$ cat config.mk
export PLATFORM = sky130hd
export DESIGN_NAME = instr_encode_loader
export DESIGN_NICKNAME = d
export VERILOG_FILES = /design/src/rtl/instr_encode_loader.sv
export SDC_FILE = /design/constraint.sdc
export NUM_CORES = 1
export LEC_CHECK = 0
export CAP_MARGIN = 20
export CORE_ASPECT_RATIO = 0.8
export CORE_UTILIZATION = 44
export DETAILED_ROUTE_END_ITERATION = 12
export PLACE_DENSITY = 0.92
export SYNTH_ARGS = -nofsm -noshare
export SYNTH_HDL_FRONTEND = slang
export SYNTH_SLANG_ARGS = --single-unit
$ cat constraint.sdc
create_clock -name clk -period 5.6 [get_ports clk]
set_input_delay 1.12 -clock clk [delete_from_list [all_inputs] [get_ports clk]]
set_output_delay 1.12 -clock clk [all_outputs]
set_load 0.02 [all_outputs]
$ cat src/rtl/instr_encode_loader.sv
// RV32I field-to-word encoder that streams encoded words into instruction memory and
// holds the CPU in reset until the program is loaded. Optional macro: ENC_RANGE_CHECK_EN.
module instr_encode_loader #(
  parameter int D_WIDTH   = 32,
  parameter int A_WIDTH   = 12,
  parameter int BASE_ADDR = 0,
  parameter int MAX_INSTR = 1024
) (
  input  logic                               clk,
  input  logic                               rst,
  input  logic                               in_valid,
  output logic                               in_ready,
  input  logic [2:0]                         fmt,
  input  logic [6:0]                         opcode,
  input  logic [4:0]                         rd,
  input  logic [4:0]                         rs1,
  input  logic [4:0]                         rs2,
  input  logic [2:0]                         fn3,
  input  logic [6:0]                         fn7,
  input  logic [31:0]                        imm,
  input  logic                               last,
  input  logic                               reload,
  output logic                               mem_we,
  output logic [A_WIDTH-1:0]                 mem_addr,
  output logic [D_WIDTH-1:0]                 mem_wdata,
  output logic [$clog2(MAX_INSTR+1)-1:0]     count,
  output logic                               cpu_hold,
  output logic                               done,
  output logic                               err
);

  localparam int C_WIDTH = $clog2(MAX_INSTR + 1);
  localparam logic [D_WIDTH-1:0] NOP_WORD = D_WIDTH'(32'h0000_0013);

  typedef enum logic [1:0] {S_LOAD, S_DONE, S_FAIL} state_t;

  state_t               r_state;
  state_t               w_nextState;
  logic                 r_memWe;
  logic [A_WIDTH-1:0]   r_memAddr;
  logic [D_WIDTH-1:0]   r_memWdata;
  logic [C_WIDTH-1:0]   r_count;
  logic                 r_pendDone;
  logic                 r_pendFail;
  logic                 r_encErr;
  logic                 w_accept;
  logic                 w_failState;
  logic                 w_violation;
  logic [D_WIDTH-1:0]   w_word;
  logic [D_WIDTH-1:0]   w_wordOut;
  logic [31:0]          w_addrFull;

  always_comb begin
    w_word = NOP_WORD;
    case (fmt)
      3'd0: w_word = {fn7, rs2, rs1, fn3, rd, opcode};
      3'd1: w_word = {imm[11:0], rs1, fn3, rd, opcode};
      3'd2: w_word = {imm[11:5], rs2, rs1, fn3, imm[4:0], opcode};
      3'd3: w_word = {imm[12], imm[10:5], rs2, rs1, fn3, imm[4:1], imm[11], opcode};
      3'd4: w_word = {imm[31:12], rd, opcode};
      3'd5: w_word = {imm[20], imm[10:1], imm[11], imm[19:12], rd, opcode};
      default: w_word = NOP_WORD;
    endcase
  end

`ifdef ENC_RANGE_CHECK_EN
  // Immediates that do not fit the format's signed field (or are misaligned) become a NOP.
  always_comb begin
    w_violation = 1'b0;
    case (fmt)
      3'd0:       w_violation = 1'b0;
      3'd1, 3'd2: w_violation = (imm[31:11] != {21{imm[11]}});
      3'd3:       w_violation = (imm[31:12] != {20{imm[12]}}) || imm[0];
      3'd4:       w_violation = (imm[11:0] != 12'd0);
      3'd5:       w_violation = (imm[31:20] != {12{imm[20]}}) || imm[0];
      default:    w_violation = 1'b1;
    endcase
  end
  assign w_wordOut = w_violation ? NOP_WORD : w_word;
`else
  assign w_violation = 1'b0;
  assign w_wordOut   = w_word;
`endif

  assign w_accept   = in_valid && in_ready;
  assign w_addrFull = 32'(BASE_ADDR) + (32'(r_count) << 2);

  // Done/fail are deferred one cycle via r_pend* so the CPU never sees done before the last write.
  always_comb begin
    w_nextState = r_state;
    in_ready    = 1'b0;
    cpu_hold    = 1'b1;
    done        = 1'b0;
    w_failState = 1'b0;
    case (r_state)
      S_LOAD: begin
        in_ready = !r_pendDone && !r_pendFail && (r_count < C_WIDTH'(MAX_INSTR));
        if (r_pendDone)      w_nextState = S_DONE;
        else if (r_pendFail) w_nextState = S_FAIL;
      end
      S_DONE: begin
        cpu_hold = 1'b0;
        done     = 1'b1;
        if (reload) w_nextState = S_LOAD;
      end
      S_FAIL: w_failState = 1'b1;
      default: w_nextState = S_LOAD;
    endcase
  end

  always_ff @(posedge clk or posedge rst) begin
    if (rst) begin
      r_state    <= S_LOAD;
      r_memWe    <= 1'b0;
      r_memAddr  <= A_WIDTH'(BASE_ADDR);
      r_memWdata <= '0;
      r_count    <= '0;
      r_pendDone <= 1'b0;
      r_pendFail <= 1'b0;
      r_encErr   <= 1'b0;
    end else begin
      r_state    <= w_nextState;
      r_memWe    <= w_accept;
      r_pendDone <= w_accept && last;
      r_pendFail <= w_accept && !last && (r_count == C_WIDTH'(MAX_INSTR - 1));
      if (w_accept) begin
        r_memAddr  <= w_addrFull[A_WIDTH-1:0];
        r_memWdata <= w_wordOut;
        r_count    <= r_count + C_WIDTH'(1);
        r_encErr   <= r_encErr || w_violation;
      end else if (r_state == S_DONE && reload) begin
        r_count   <= '0;
        r_memAddr <= A_WIDTH'(BASE_ADDR);
      end
    end
  end

  assign mem_we    = r_memWe;
  assign mem_addr  = r_memAddr;
  assign mem_wdata = r_memWdata;
  assign count     = r_count;
  assign err       = w_failState || r_encErr;

endmodule
### Yosys cells after proc, flatten, opt, wreduce, memory -nomap -nowiden

Index checks and enable logic that the tools add are counted.

* bits in registers: 60
* bits of input ports: 72
* output and inout bits: 60
* logic and storage cells: 47

* $add $sub $neg: 1
* $lt $le $gt $ge: 1
* equality and inequality tests: 10
* mux-type cells: 13
* bitwise operators: 1
* reductions and logical operators: 14

Operators by type and width (number)
* $pmux W32 S6: 1
* $mux W12: 2
* $mux W11: 2
* $add A11 B1 Y11 const B: 1
* $eq A11 B10 Y1 const B: 1
* $lt A11 B11 Y1 const B: 1
* $logic_and A1 B1 Y1: 7
* $eq A3 B2 Y1 const B: 2
* $eq A3 B3 Y1 const B: 2
* $mux W2: 3
* $pmux W2 S3: 1
* $mux W1: 4
* $eq A3 B1 Y1 const B: 1
* $logic_not A1 Y1: 3
* $logic_not A3 Y1: 1
* $ne A3 B3 Y1 const B: 1
* $reduce_and A3 Y1: 1
* $eq A2 B1 Y1 const B: 1
* $eq A2 B2 Y1 const B: 1
* $logic_not A2 Y1: 1
* $ne A2 B2 Y1 const B: 1
* $reduce_bool A2 Y1: 1
* $not A1 Y1: 1

### Logic depth before layout (Yosys ltp)

Gate-level depths: netlist of the first run.

* word-level depth: 7
* depth in mapped cells: 7
* gate-level depth less buffers: 5

### Worst setup path after synthesis of the first run

No wires, ideal clock.

* kind: register to output
* from: register r_state[1]
* to: output cpu_hold
* data arrival time: 1.039 ns
* required time: 4.480 ns
* slack: 3.441 ns
* stages on the path, launching flop included: 3
* path buffers: 0
* cell sequence: dfrtp_1 -> nor2b_1 -> inv_1

* longest elaborated chain between the ends: 2

Ends and longest elaborated chain
* start, declared: RTL line 37 `state_t r_state;`
* start signal, assigned: RTL line 122 `r_state <= w_nextState;`
* $eq A2 B1 Y1: RTL line 95 `case (r_state)`
* $mux W1: RTL line 95
* end, declared: RTL line 27 `output logic cpu_hold,`

No other way between the ends.

### Final worst setup path of the first run

* from: input fmt[2]
* to: register r_memWdata[17], in the netlist mem_wdata[17]

* longest elaborated chain between the ends: 2
* elaborated cells on any way between the ends: 7
* those cells by class: eq/ne (5); mux (1); reduce/logical (1)

Ends and longest elaborated chain
* start, declared: RTL line 13 `input logic [2:0] fmt,`
* $eq A3 B3 Y1 (tied with other cells): RTL line 55 `case (fmt)`
* $pmux W32 S6 *: RTL line 55
* end signal, assigned: RTL line 128 `r_memWdata <= w_wordOut;`
* end, declared: RTL line 41 `logic [D_WIDTH-1:0] r_memWdata;`

Every way passes the cells marked *; elsewhere a longest branch is shown, timed or not.
A chain may end at the register's enable or synchronous reset.

==> impl_table.tex, run 1 <==
\begin{tabular}{lr}
\hline
Metric & Value \\
\hline
\multicolumn{2}{l}{\textbf{Run status}} \\
\quad Result of the run & completed \\
\multicolumn{2}{l}{\textbf{Worst setup path}} \\
\quad Largest fanout on the critical path & 20 \\
\quad Buf/Inv on CP & 2 \\
\quad Slowest stage cell on the critical path & sky130\_fd\_sc\_hd\_\_clkdlybuf4s50\_1 \\
\quad Capture point of the worst reg-to-reg path & count[2]\$\_DFFE\_PP0P\_ \\
\quad Required @ worst endpoint & 5.88 ns \\
\quad Launching element type of the critical path & input pin \\
\quad Critical path, cell by cell & clkdlybuf4s50\_1 -> clkinv\_1 -> nor2\_1 -> a221oi\_1 -> nor2\_1 \\
\quad Worst reg-to-reg setup slack & 3.12 ns \\
\quad Crit path top cell by count & sky130\_fd\_sc\_hd\_\_nor2\_1 \\
\quad Delay contributed by the slowest stage of the critical path & 0.92 ns \\
\quad Worst reg2reg path depth & 6 \\
\quad Critical path endpoint category & register \\
\quad Family with the most delay on the worst path & buffers and inverters \\
\quad WP data arrival & 3.42 ns \\
\quad Launch point of the worst reg-to-reg path & count[10]\$\_DFFE\_PP0P\_ \\
\quad Critical path type & in2reg \\
\multicolumn{2}{l}{\textbf{Hold path}} \\
\quad Critical hold path startpoint & mem\_wdata[6]\$\_DFFE\_PP0P\_ \\
\quad Hold Path Sink & mem\_wdata[6]\$\_DFFE\_PP0P\_ \\
\quad Worst hold path cell count & 2 \\
\quad HP Class & reg2reg \\
\multicolumn{2}{l}{\textbf{Logic synthesis}} \\
\quad Mapped Avg Cell Area & 9.44 µm² \\
\quad EDFF count, synth & 0 \\
\quad Async set-reset flop share out of synthesis & 100\% \\
\quad Leading register cell type out of synthesis & sky130\_fd\_sc\_hd\_\_dfrtp\_1 \\
\quad Syn Inst Count & 296 \\
\quad Ys Warns & 0 \\
\quad Sequential area share after synthesis & 51.9\% \\
\quad Number of synthesized register bits & 58 \\
\quad Mapped cell area & 2790 µm² \\
\quad Yosys cell types & 40 \\
\multicolumn{2}{l}{\textbf{Layout}} \\
\quad Share of post-route cells with drive strength above 1 & 5.91\% \\
\quad Final Net Count & 491 \\
\quad Sequential cell area & 1450 µm² \\
\quad Most common cell after layout, fill and taps aside & sky130\_fd\_sc\_hd\_\_clkdlybuf4s50\_1 \\
\quad Multi-input gate area in the final layout & 1200 µm² \\
\quad Commonest non-fill, non-tap cells in the layout & sky130\_fd\_sc\_hd\_\_clkdlybuf4s50\_1 (129), sky130\_fd\_sc\_hd\_\_dfrtp\_1 (58), sky130\_fd\_sc\_hd\_\_nand2\_1 (45) \\
\quad Synthesis-to-finish area growth & 55.0\% \\
\quad Final design utilization & 72.1\% \\
\quad Count of fill cells added during filler insertion & 464 \\
\quad Ant. Diodes & 0 \\
\multicolumn{2}{l}{\textbf{Global routing}} \\
\quad Number of global-route vias before repair & 2703 \\
\quad Global-route congestion overflow total & 0 \\
\quad Maximum number of pins on one net before global-route repair & 59 \\
\quad All-Layer GR Usage & 26.1\% \\
\quad Global-route wire length before repair & 13.2 mm \\
\quad Number of antenna violations at the first check in global routing & 0 \\
\multicolumn{2}{l}{\textbf{STA}} \\
\quad Transition time at the pin with the least slew margin & 0.830 ns \\
\quad Endpoints failing hold & 0 \\
\quad Final-report setup violation count & 0 \\
\quad Worst hold-check slack & 0.480 ns \\
\quad Final setup TNS & 0 ns \\
\quad Skew final & 0.00668 ns \\
\quad Ratio of final minimum period to clock period & 56.2\% \\
\quad Max-slew headroom & 44.6\% \\
\quad Upper clock frequency limit & 318 MHz \\
\quad Min Tclk post-route & 3.15 ns \\
\quad Setup repair after global routing missed its margin & no \\
\quad Slew Viols, Final & 0 \\
\multicolumn{2}{l}{\textbf{Clocking}} \\
\quad Number of hold-repair buffers added at the cts stage & 0 \\
\quad Post-cts gate resize count & 0 \\
\quad Number of buffers inserted to repair setup after CTS & 0 \\
\quad Level count of the clock H-tree & 3 \\
\quad Clk Tree Root Cell & sky130\_fd\_sc\_hd\_\_clkbuf\_8 \\
\quad Deepest clock path buffer count & 2 \\
\quad Count of clock tree sinks & 58 \\
\quad CTS clk-pin slew, worst paths & 0.07 ns \\
\quad Number of buffers added by the clock tree synthesis step & 9 \\
\quad TritonCTS clock tree & yes \\
\quad Clk Latency, worst-skew pair & 0.35 ns \\
\multicolumn{2}{l}{\textbf{Job}} \\
\quad Max-cap check violation count & 0 \\
\multicolumn{2}{l}{\textbf{Power and ir drop}} \\
\quad Standby leakage power & 1.84 nW \\
\quad Power Density & 451 nW/µm² \\
\quad Max rail drop VDD & 286 µV \\
\multicolumn{2}{l}{\textbf{Floorplanning}} \\
\quad Starting density of the core & 46.5\% \\
\quad Die Height & 73.3 µm \\
\quad Die area & 6670 µm² \\
\quad Top-level port count & 132 \\
\quad Placeable Area & 6010 µm² \\
\quad Horiz. Die Dim & 91.1 µm \\
\quad Site row count & 25 \\
\multicolumn{2}{l}{\textbf{Place}} \\
\quad Hpwl dp & 5.74 mm \\
\quad Port-buffer cells & 129 \\
\quad Global placer's final weighted congestion & 0.848 \\
\multicolumn{2}{l}{\textbf{Detailed routing}} \\
\quad Post-route DRC & 0 \\
\quad Vias per cell & 5.51 \\
\quad Overall routed net length & 8.25 mm \\
\quad First-pass iteration count of the detailed router & 4 \\
\quad Wire per inst & 16.4 µm \\
\quad Number of nets with antenna violations after routing & 0 \\
\quad DRC marker count from the first detailed-route iteration & 173 \\
\quad Total via count in the routed design & 2777 \\
\hline
\end{tabular}
==> tightest hold or removal path, cell delays in order, from the launching register on <==
cell and delay [ns]:
sky130_fd_sc_hd__dfrtp_1 0.35, sky130_fd_sc_hd__nand2_1 0.05, sky130_fd_sc_hd__nand2_1 0.05
==> where the power goes <==
group          switching [W]  internal (W)
clock network       0.000172      0.000286
logic               0.000451      0.000391
registers          0.0000917      0.000560
total               0.000715       0.00124
==> registers in the layout (all words and copies together), names as in the netlist <==
signal      cells
mem_wdata      32
count          11
mem_addr       10
r_state         2
mem_we          1
r_pendDone      1
r_pendFail      1
==> cell families after synthesis <==
kind of cell | count (synthesis) | synth area share, %
simple gates | 124 | 20.2
fa+ha+maj | 1 | 0.448
xor+xnor | 1 | 0.314
buf+inv | 29 | 5.10
flops | 58 | 51.9
compound gates | 75 | 19.3
other cells | 1 | 0.134
mux | 7 | 2.60
==> stage by stage <==
| stage | area [µm²] | total power, W | worst slack [ns] | cells |
|---|---|---|---|---|
| floorplan | 2800 | 0.00109 | 3.05 | 297 |
| global placement | 4090 | 0.00147 | 2.25 | 488 |
| detailed placement | 4090 | 0.00150 | 2.15 | 488 |
| CTS | 4330 | 0.00196 | 2.52 | 504 |
| global route | 4330 | 0.00206 | 2.25 | 504 |
| finish | 4330 | 0.00195 | 2.45 | 504 |
==> worst max-delay path by stage <==
stage	start	endpoint	cells past startpoint	slack, ns
final	fmt[2]	mem_wdata[17]$_DFFE_PP0P_	5	2.45
after global routing	fmt[2]	mem_wdata[17]$_DFFE_PP0P_	5	2.25
after CTS	fmt[2]	mem_wdata[17]$_DFFE_PP0P_	5	2.52
after detailed placement	fmt[2]	mem_wdata[17]$_DFFE_PP0P_	5	2.15
after global placement	fmt[2]	mem_wdata[15]$_DFFE_PP0P_	5	2.25
after floorplan	rst	count[0]$_DFFE_PP0P_	1	3.05
==> area by class of cell <==
type	instances	area share (%)
repair buffers	131	30.2
clock inverters	4	1.68
clock buffers	12	3.81
well taps	81	2.34
inverters	8	0.693
flip-flops and latches	58	33.5
multi-input cells	210	27.8
==> cell usage after synthesis, drive strengths merged (2+ instances only) <==
cell type | n | area [µm²]
a21oi | 11 | 55.1
nand4 | 3 | 18.8
a221oi | 12 | 105
dfrtp | 58 | 1450
a221o | 2 | 20.0
o21a | 6 | 45.0
and2 | 3 | 18.8
nor2 | 34 | 128
a22oi | 16 | 120
nor2b | 5 | 31.3
nand2 | 45 | 169
and3 | 3 | 18.8
clkbuf | 9 | 33.8
a22o | 4 | 35.0
mux2 | 2 | 22.5
mux2i | 5 | 50.1
nor4 | 2 | 18.8
nand3 | 23 | 120
o21ai | 13 | 65.1
o221ai | 6 | 52.6
nor3 | 3 | 20.0
buf | 12 | 78.8
inv | 7 | 26.3
nor3b | 2 | 15.0
==> layer usage <==
metal	global-route usage, %	part of all wire (%)	vias up
met5	0	0	-
met4	7.05	1.4	0
met3	9.42	7.7	15
met2	44.7	49	128
met1	31.5	42	1332
li1	-	-	1302
No activity file was read; power rests on OpenSTA's default activity.
==> run 2: changes to the inputs <==
Settings changed: CORE_UTILIZATION 44 to 37, PLACE_DENSITY 0.92 to 0.83.
Clock period 5.6 ns to 2.7 ns, I/O delays scaled along.
==> run 2 against run 1 <==
Net effect:
- clock power is 41% higher
- clock-buffer cell count is 1 lower
- power is 94% higher
- hold slack worse by 0.0061 ns
- cell count is 2.4% higher
- register-to-register slack worse by 2.2 ns
- critical path type is now reg2out
- largest cell class unchanged
==> impl_table.tex, run 2 (same netlist as run 1, synthesis figures left out) <==
\begin{tabular}{lr}
\hline
Metric & Value \\
\hline
\multicolumn{2}{l}{\textbf{Worst setup path}} \\
\quad Critical path type & reg2out \\
\quad Launching element type of the critical path & register \\
\quad Worst reg-to-reg setup slack & 0.95 ns (-2.17 ns) \\
\quad Critical path endpoint category & primary output \\
\quad Required @ worst endpoint & 2.16 ns (-3.72 ns) \\
\quad WP data arrival & 1.73 ns (-1.69 ns) \\
\quad Largest fanout on the critical path & 5 (-75\%) \\
\multicolumn{2}{l}{\textbf{STA}} \\
\quad Max-slew headroom & 45.3\% (+0.77 points) \\
\quad Worst hold-check slack & 0.474 ns (-0.00611 ns) \\
\quad Skew final & 0.00598 ns (-0.000704 ns) \\
\quad Slew Viols, Final & 0 (unchanged) \\
\quad Setup repair after global routing missed its margin & no \\
\quad Transition time at the pin with the least slew margin & 0.818 ns (-0.0120 ns) \\
\quad Final-report setup violation count & 0 (unchanged) \\
\quad Final setup TNS & 0 ns (unchanged) \\
\quad Setup slack after layout & 0.427 ns (-2.03 ns) \\
\quad Endpoints failing hold & 0 (unchanged) \\
\quad Upper clock frequency limit & 440 MHz \\
\quad Min Tclk post-route & 2.27 ns \\
\quad Ratio of final minimum period to clock period & 84.2\% \\
\multicolumn{2}{l}{\textbf{Floorplanning}} \\
\quad Die area & 7910 µm² (+18\%) \\
\quad Placeable Area & 7090 µm² (+18\%) \\
\quad Die Height & 79.7 µm (+8.8\%) \\
\quad Top-level port count & 132 (unchanged) \\
\quad Site row count & 27 (+8.0\%) \\
\quad Starting density of the core & 39.4\% (-7.1 points) \\
\quad Horiz. Die Dim & 99.2 µm (+8.9\%) \\
\multicolumn{2}{l}{\textbf{Place}} \\
\quad Post-DP Area & 4170 µm² (+1.8\%) \\
\quad Pre-CTS WS & 0.181 ns (-1.97 ns) \\
\quad Port-buffer cells & 129 (unchanged) \\
\quad Hpwl dp & 5.90 mm (+2.7\%) \\
\quad Global placer's final weighted congestion & 0.854 (+0.65\%) \\
\multicolumn{2}{l}{\textbf{Power and ir drop}} \\
\quad Power Density & 876 nW/µm² (+94\%) \\
\quad Max rail drop VDD & 598 µV (+110\%) \\
\quad Standby leakage power & 1.85 nW (about the same) \\
\multicolumn{2}{l}{\textbf{Layout}} \\
\quad Synthesis-to-finish area growth & 54.5\% \\
\quad Number of flip-flops under the largest register name & 32 (unchanged) \\
\quad Final Net Count & 498 (+1.4\%) \\
\quad Share of post-route cells with drive strength above 1 & 6.76\% (+0.85 points) \\
\quad Most common cell after layout, fill and taps aside & sky130\_fd\_sc\_hd\_\_clkdlybuf4s50\_1 \\
\quad Commonest non-fill, non-tap cells in the layout & sky130\_fd\_sc\_hd\_\_clkdlybuf4s50\_1 (129), sky130\_fd\_sc\_hd\_\_dfrtp\_1 (58), sky130\_fd\_sc\_hd\_\_nand2\_1 (45) \\
\quad Final design instance area without fill & 4320 µm² (-0.32\%) \\
\quad Ant. Diodes & 0 (unchanged) \\
\quad Count of fill cells added during filler insertion & 628 (+35\%) \\
\multicolumn{2}{l}{\textbf{Global routing}} \\
\quad Number of global-route vias before repair & 2597 (-3.9\%) \\
\quad Global-route wire length before repair & 12.9 mm (-2.8\%) \\
\quad All-Layer GR Usage & 21.1\% (-5.0 points) \\
\quad Global-route congestion overflow total & 0 (unchanged) \\
\quad Maximum number of pins on one net before global-route repair & 32 (-46\%) \\
\quad Number of antenna violations at the first check in global routing & 0 (unchanged) \\
\multicolumn{2}{l}{\textbf{Clocking}} \\
\quad CTS clk-pin slew, worst paths & 0.07 ns (about the same) \\
\quad Number of hold-repair buffers added at the cts stage & 0 (unchanged) \\
\quad Post-cts gate resize count & 0 (unchanged) \\
\quad TritonCTS clock tree & yes \\
\quad Clk Tree Root Cell & sky130\_fd\_sc\_hd\_\_clkbuf\_8 \\
\quad Number of buffers inserted to repair setup after CTS & 0 (unchanged) \\
\quad Clk Latency, worst-skew pair & 0.32 ns (-0.03 ns) \\
\quad Deepest clock path buffer count & 2 (unchanged) \\
\quad Count of clock tree sinks & 58 (unchanged) \\
\quad Number of buffers added by the clock tree synthesis step & 9 (unchanged) \\
\quad Level count of the clock H-tree & 3 (unchanged) \\
\multicolumn{2}{l}{\textbf{Hold path}} \\
\quad HP Class & reg2reg \\
\multicolumn{2}{l}{\textbf{Detailed routing}} \\
\quad Total via count in the routed design & 2724 (-1.9\%) \\
\quad DRC marker count from the first detailed-route iteration & 144 (-17\%) \\
\quad Vias per cell & 5.28 (-4.2\%) \\
\quad First-pass iteration count of the detailed router & 4 (unchanged) \\
\quad Wire per inst & 15.6 µm (-4.9\%) \\
\quad Overall routed net length & 8.04 mm (-2.6\%) \\
\quad Number of nets with antenna violations after routing & 0 (unchanged) \\
\quad Post-route DRC & 0 (unchanged) \\
\multicolumn{2}{l}{\textbf{Run status}} \\
\quad Result of the run & completed \\
\multicolumn{2}{l}{\textbf{Job}} \\
\quad Max-cap check violation count & 0 (unchanged) \\
\hline
\end{tabular}
[run 2: cell type report]
class                   count  area, µm²  share of cell area [%]
clock buffers              11        131                    3.04
flip-flops and latches     58       1450                    33.6
repair buffers            138       1370                    31.8
multi-input cells         210       1200                    27.9
inverters                   8       30.0                   0.696
well taps                  87        109                    2.52
clock inverters             4       20.0                   0.464
[run 2: power by group]
| group | leakage [nW] | total [W] | switching, W | internal [W] |
|---|---|---|---|---|
| Combinational | 1.03 | 0.00177 | 0.000938 | 0.000837 |
| Clock | 0.0827 | 0.000648 | 0.000326 | 0.000322 |
| Sequential | 0.734 | 0.00136 | 0.000196 | 0.00116 |
[run 2: final timing paths]
kind / endpoint / cells after the start / startpoint
max in group asynchronous: mem_wdata[18]$_DFFE_PP0P_ / 3 / rst
min in group asynchronous: count[4]$_DFFE_PP0P_ / 2 / rst
min: mem_wdata[5]$_DFFE_PP0P_ / 2 / mem_wdata[5]$_DFFE_PP0P_
min reg2reg: mem_wdata[5]$_DFFE_PP0P_ / 2 / mem_wdata[5]$_DFFE_PP0P_
max reg2reg: mem_wdata[8]$_DFFE_PP0P_ / 6 / r_state[0]$_DFFE_PP0P_
max: done / 2 / r_state[0]$_DFFE_PP0P_
[run 2: critical path, cell delays in order, from the launching register on]
cell and delay [ns]:
sky130_fd_sc_hd__dfrtp_1 0.42, sky130_fd_sc_hd__nor2b_1 0.32, sky130_fd_sc_hd__clkdlybuf4s50_1 0.67
[run 2: through the flow]
stage | cells | power, W | utilization (%)
after floorplan | 297 | 0.00225 | -
after detailed placement | 501 | 0.00315 | 58.7
after global routing | 516 | 0.00401 | 60.8
after CTS | 516 | 0.00381 | 60.8
final | 516 | 0.00378 | 60.8
after global placement | 501 | 0.00310 | 58.7
[run 2: per-layer routing]
metal / track usage, % / part of all wire (%) / vias to the layer above
met5: 0 / 0 / -
met4: 6.18 / 0.78 / 0
met3: 6.83 / 7.7 / 6
met2: 33.2 / 47 / 105
met1: 27.8 / 44 / 1295
li1: - / - / 1318
==> run 3: changes to the inputs <==
Settings changed: CORE_UTILIZATION 37 to 41, PLACE_DENSITY 0.83 to 0.87.
Clock period 2.7 ns to 2.36 ns, I/O delays scaled along.
==> run 3 against run 2 <==
Net effect:
- via count decreased by 0.18%
- critical endpoint is now in_ready
- largest power group unchanged
- non-clock buffer count fell by 1
- first-iteration DRC count increased by 2.8%
- sequential share of layout area down 0.37 points
==> impl_table.tex, run 3 (same netlist as run 1, synthesis figures left out) <==
\begin{tabular}{lr}
\hline
Metric & Value \\
\hline
\multicolumn{2}{l}{\textbf{Global routing}} \\
\quad Global-route wire length before repair & 12.6 mm (-1.7\%) \\
\quad Number of antenna violations at the first check in global routing & 0 (unchanged) \\
\quad All-Layer GR Usage & 23.6\% (+2.6 points) \\
\quad Number of global-route vias before repair & 2600 (+0.12\%) \\
\quad Global-route congestion overflow total & 0 (unchanged) \\
\quad Maximum number of pins on one net before global-route repair & 59 (+84\%) \\
\multicolumn{2}{l}{\textbf{Worst setup path}} \\
\quad Launching element type of the critical path & register \\
\quad Required @ worst endpoint & 1.89 ns (-0.27 ns) \\
\quad Critical path type & reg2out \\
\quad Critical path endpoint category & primary output \\
\quad WP data arrival & 1.74 ns (about the same) \\
\quad Largest fanout on the critical path & 4 (-1) \\
\multicolumn{2}{l}{\textbf{Job}} \\
\quad Max-cap check violation count & 0 (unchanged) \\
\multicolumn{2}{l}{\textbf{Place}} \\
\quad Port-buffer cells & 129 (unchanged) \\
\quad Hpwl dp & 5.73 mm (-2.9\%) \\
\quad Pre-CTS WS & 0.227 ns (+0.0465 ns) \\
\quad Global placer's final weighted congestion & 0.821 (-3.9\%) \\
\quad Post-DP Area & 4180 µm² (+0.33\%) \\
\quad Count of placed standard cells including taps & 497 (-0.80\%) \\
\multicolumn{2}{l}{\textbf{STA}} \\
\quad Final-report setup violation count & 0 (unchanged) \\
\quad Skew final & 0.00591 ns (-0.0000714 ns) \\
\quad Min Tclk post-route & 2.21 ns \\
\quad Setup repair after global routing missed its margin & no \\
\quad Setup slack after layout & 0.152 ns (-0.276 ns) \\
\quad Ratio of final minimum period to clock period & 93.6\% \\
\quad Upper clock frequency limit & 453 MHz \\
\quad Slew Viols, Final & 0 (unchanged) \\
\quad Max-slew headroom & 53.2\% (+7.9 points) \\
\quad Transition time at the pin with the least slew margin & 0.700 ns (-0.119 ns) \\
\quad Endpoints failing hold & 0 (unchanged) \\
\quad Final setup TNS & 0 ns (unchanged) \\
\multicolumn{2}{l}{\textbf{Clocking}} \\
\quad Number of buffers inserted to repair setup after CTS & 0 (unchanged) \\
\quad Number of hold-repair buffers added at the cts stage & 0 (unchanged) \\
\quad Post-cts gate resize count & 0 (unchanged) \\
\quad TritonCTS clock tree & yes \\
\quad Clk Latency, worst-skew pair & 0.33 ns (about the same) \\
\quad CTS clk-pin slew, worst paths & 0.07 ns (about the same) \\
\quad Count of clock tree sinks & 58 (unchanged) \\
\quad Clk Tree Root Cell & sky130\_fd\_sc\_hd\_\_clkbuf\_8 \\
\quad Deepest clock path buffer count & 2 (unchanged) \\
\quad Level count of the clock H-tree & 3 (unchanged) \\
\quad Number of buffers added by the clock tree synthesis step & 9 (unchanged) \\
\multicolumn{2}{l}{\textbf{Floorplanning}} \\
\quad Die area & 7150 µm² (-9.5\%) \\
\quad Placeable Area & 6470 µm² (-8.7\%) \\
\quad Horiz. Die Dim & 94.3 µm (-4.9\%) \\
\quad Starting density of the core & 43.2\% (+3.8 points) \\
\quad Site row count & 26 (-3.7\%) \\
\quad Die Height & 75.8 µm (-4.9\%) \\
\quad Top-level port count & 132 (unchanged) \\
\multicolumn{2}{l}{\textbf{Hold path}} \\
\quad HP Class & reg2reg \\
\multicolumn{2}{l}{\textbf{Power and ir drop}} \\
\quad Sequential cell fraction of total power & 34.7\% (-1.2 points) \\
\quad P\_int & 0.00278 W (+20\%) \\
\quad Switching Fraction & 37.7\% (-0.87 points) \\
\quad Clk network pwr share & 19.8\% (+2.7 points) \\
\quad Standby leakage power & 1.86 nW (+1.0\%) \\
\quad Net Switching & 0.00168 W (+15\%) \\
\quad Logic gate share of total power & 45.5\% (-1.4 points) \\
\quad Max rail drop VDD & 572 µV (-4.4\%) \\
\quad Power Density & 1020 nW/µm² (+17\%) \\
\multicolumn{2}{l}{\textbf{Layout}} \\
\quad Count of fill cells added during filler insertion & 526 (-16\%) \\
\quad Synthesis-to-finish area growth & 56.2\% \\
\quad Number of flip-flops under the largest register name & 32 (unchanged) \\
\quad Final non-filler cell total & 513 (-0.58\%) \\
\quad Final Net Count & 497 (-0.20\%) \\
\quad Final design instance area without fill & 4360 µm² (+1.1\%) \\
\quad Ant. Diodes & 0 (unchanged) \\
\quad Commonest non-fill, non-tap cells in the layout & sky130\_fd\_sc\_hd\_\_clkdlybuf4s50\_1 (129), sky130\_fd\_sc\_hd\_\_dfrtp\_1 (58), sky130\_fd\_sc\_hd\_\_nand2\_1 (45) \\
\quad Most common cell after layout, fill and taps aside & sky130\_fd\_sc\_hd\_\_clkdlybuf4s50\_1 \\
\quad Multi-input gate area in the final layout & 1200 µm² (unchanged) \\
\quad Share of post-route cells with drive strength above 1 & 6.99\% (+0.23 points) \\
\quad Sequential cell area & 1450 µm² (unchanged) \\
\multicolumn{2}{l}{\textbf{Detailed routing}} \\
\quad Number of nets with antenna violations after routing & 0 (unchanged) \\
\quad Wire per inst & 15.7 µm (+0.84\%) \\
\quad First-pass iteration count of the detailed router & 4 (unchanged) \\
\quad Vias per cell & 5.30 (+0.40\%) \\
\quad Overall routed net length & 8.06 mm (+0.25\%) \\
\quad DRC marker count from the first detailed-route iteration & 148 (+2.8\%) \\
\quad Total via count in the routed design & 2719 (-0.18\%) \\
\quad Post-route DRC & 0 (unchanged) \\
\multicolumn{2}{l}{\textbf{Run status}} \\
\quad Result of the run & completed \\
\hline
\end{tabular}
[run 3: cell types whose count changed in the layout (fill, tap and decap cells not counted)]
cell                         change
sky130_fd_sc_hd__clkinvlp_4      +1
sky130_fd_sc_hd__clkbuf_1        -1
sky130_fd_sc_hd__buf_4           -3
sky130_fd_sc_hd__bufinv_16       +1
sky130_fd_sc_hd__buf_12          +2
[run 3: routing by layer]
layer  GRT usage, %  wire [µm]  vias up
li1               -          -     1311
met1           29.9       3510     1290
met2           39.0       3830      112
met3           6.89        650        6
met4           8.72         69        0
met5              0          0        -
[run 3: per-stage QoR]
| stage | hold WS [ns] | util, % | power, W |
|---|---|---|---|
| floorplan | 0.460 | - | 0.00258 |
| global placement | 0.462 | 64.6 | 0.00356 |
| detailed placement | 0.467 | 64.6 | 0.00360 |
| CTS | 0.490 | 67.4 | 0.00450 |
| global route | 0.510 | 67.4 | 0.00474 |
| finish | 0.488 | 67.4 | 0.00446 |
[run 3: power by group through the flow]
stage          Sequential (W)  Clock (W)  Combinational [W]
6_report              0.00155   0.000881            0.00203
5_1_grt               0.00160   0.000958            0.00219
4_1_cts               0.00155   0.000904            0.00205
3_5_place_dp          0.00156          0            0.00204
3_3_place_gp          0.00155          0            0.00201
2_1_floorplan         0.00194          0           0.000638
[run 3: final timing paths]
path,from,slack (ns),cells after the start,endpoint
max,count[10]$_DFFE_PP0P_,0.15,3,in_ready
min,mem_wdata[22]$_DFFE_PP0P_,0.49,2,mem_wdata[22]$_DFFE_PP0P_
max reg2reg,count[10]$_DFFE_PP0P_,0.59,6,mem_wdata[31]$_DFFE_PP0P_
min reg2reg,mem_wdata[22]$_DFFE_PP0P_,0.49,2,mem_wdata[22]$_DFFE_PP0P_
max in group asynchronous,rst,1.58,3,mem_wdata[20]$_DFFE_PP0P_
min in group asynchronous,rst,0.51,3,mem_wdata[17]$_DFFE_PP0P_
[run 3: critical path, cell delays in order, from the launching register on]
cell and delay [ns]:
sky130_fd_sc_hd__dfrtp_1 0.43, sky130_fd_sc_hd__nor3_2 0.24, sky130_fd_sc_hd__and2_1 0.15, sky130_fd_sc_hd__clkdlybuf4s50_1 0.59
[run 3: layout make-up]
cell class / count / area share (%)
inverter: 8 / 0.688
sequential: 58 / 33.3
clock inverter: 6 / 1.32
timing repair buffer: 137 / 31.8
tap: 84 / 2.41
clock buffer: 10 / 2.92
multi-input combinational: 210 / 27.6
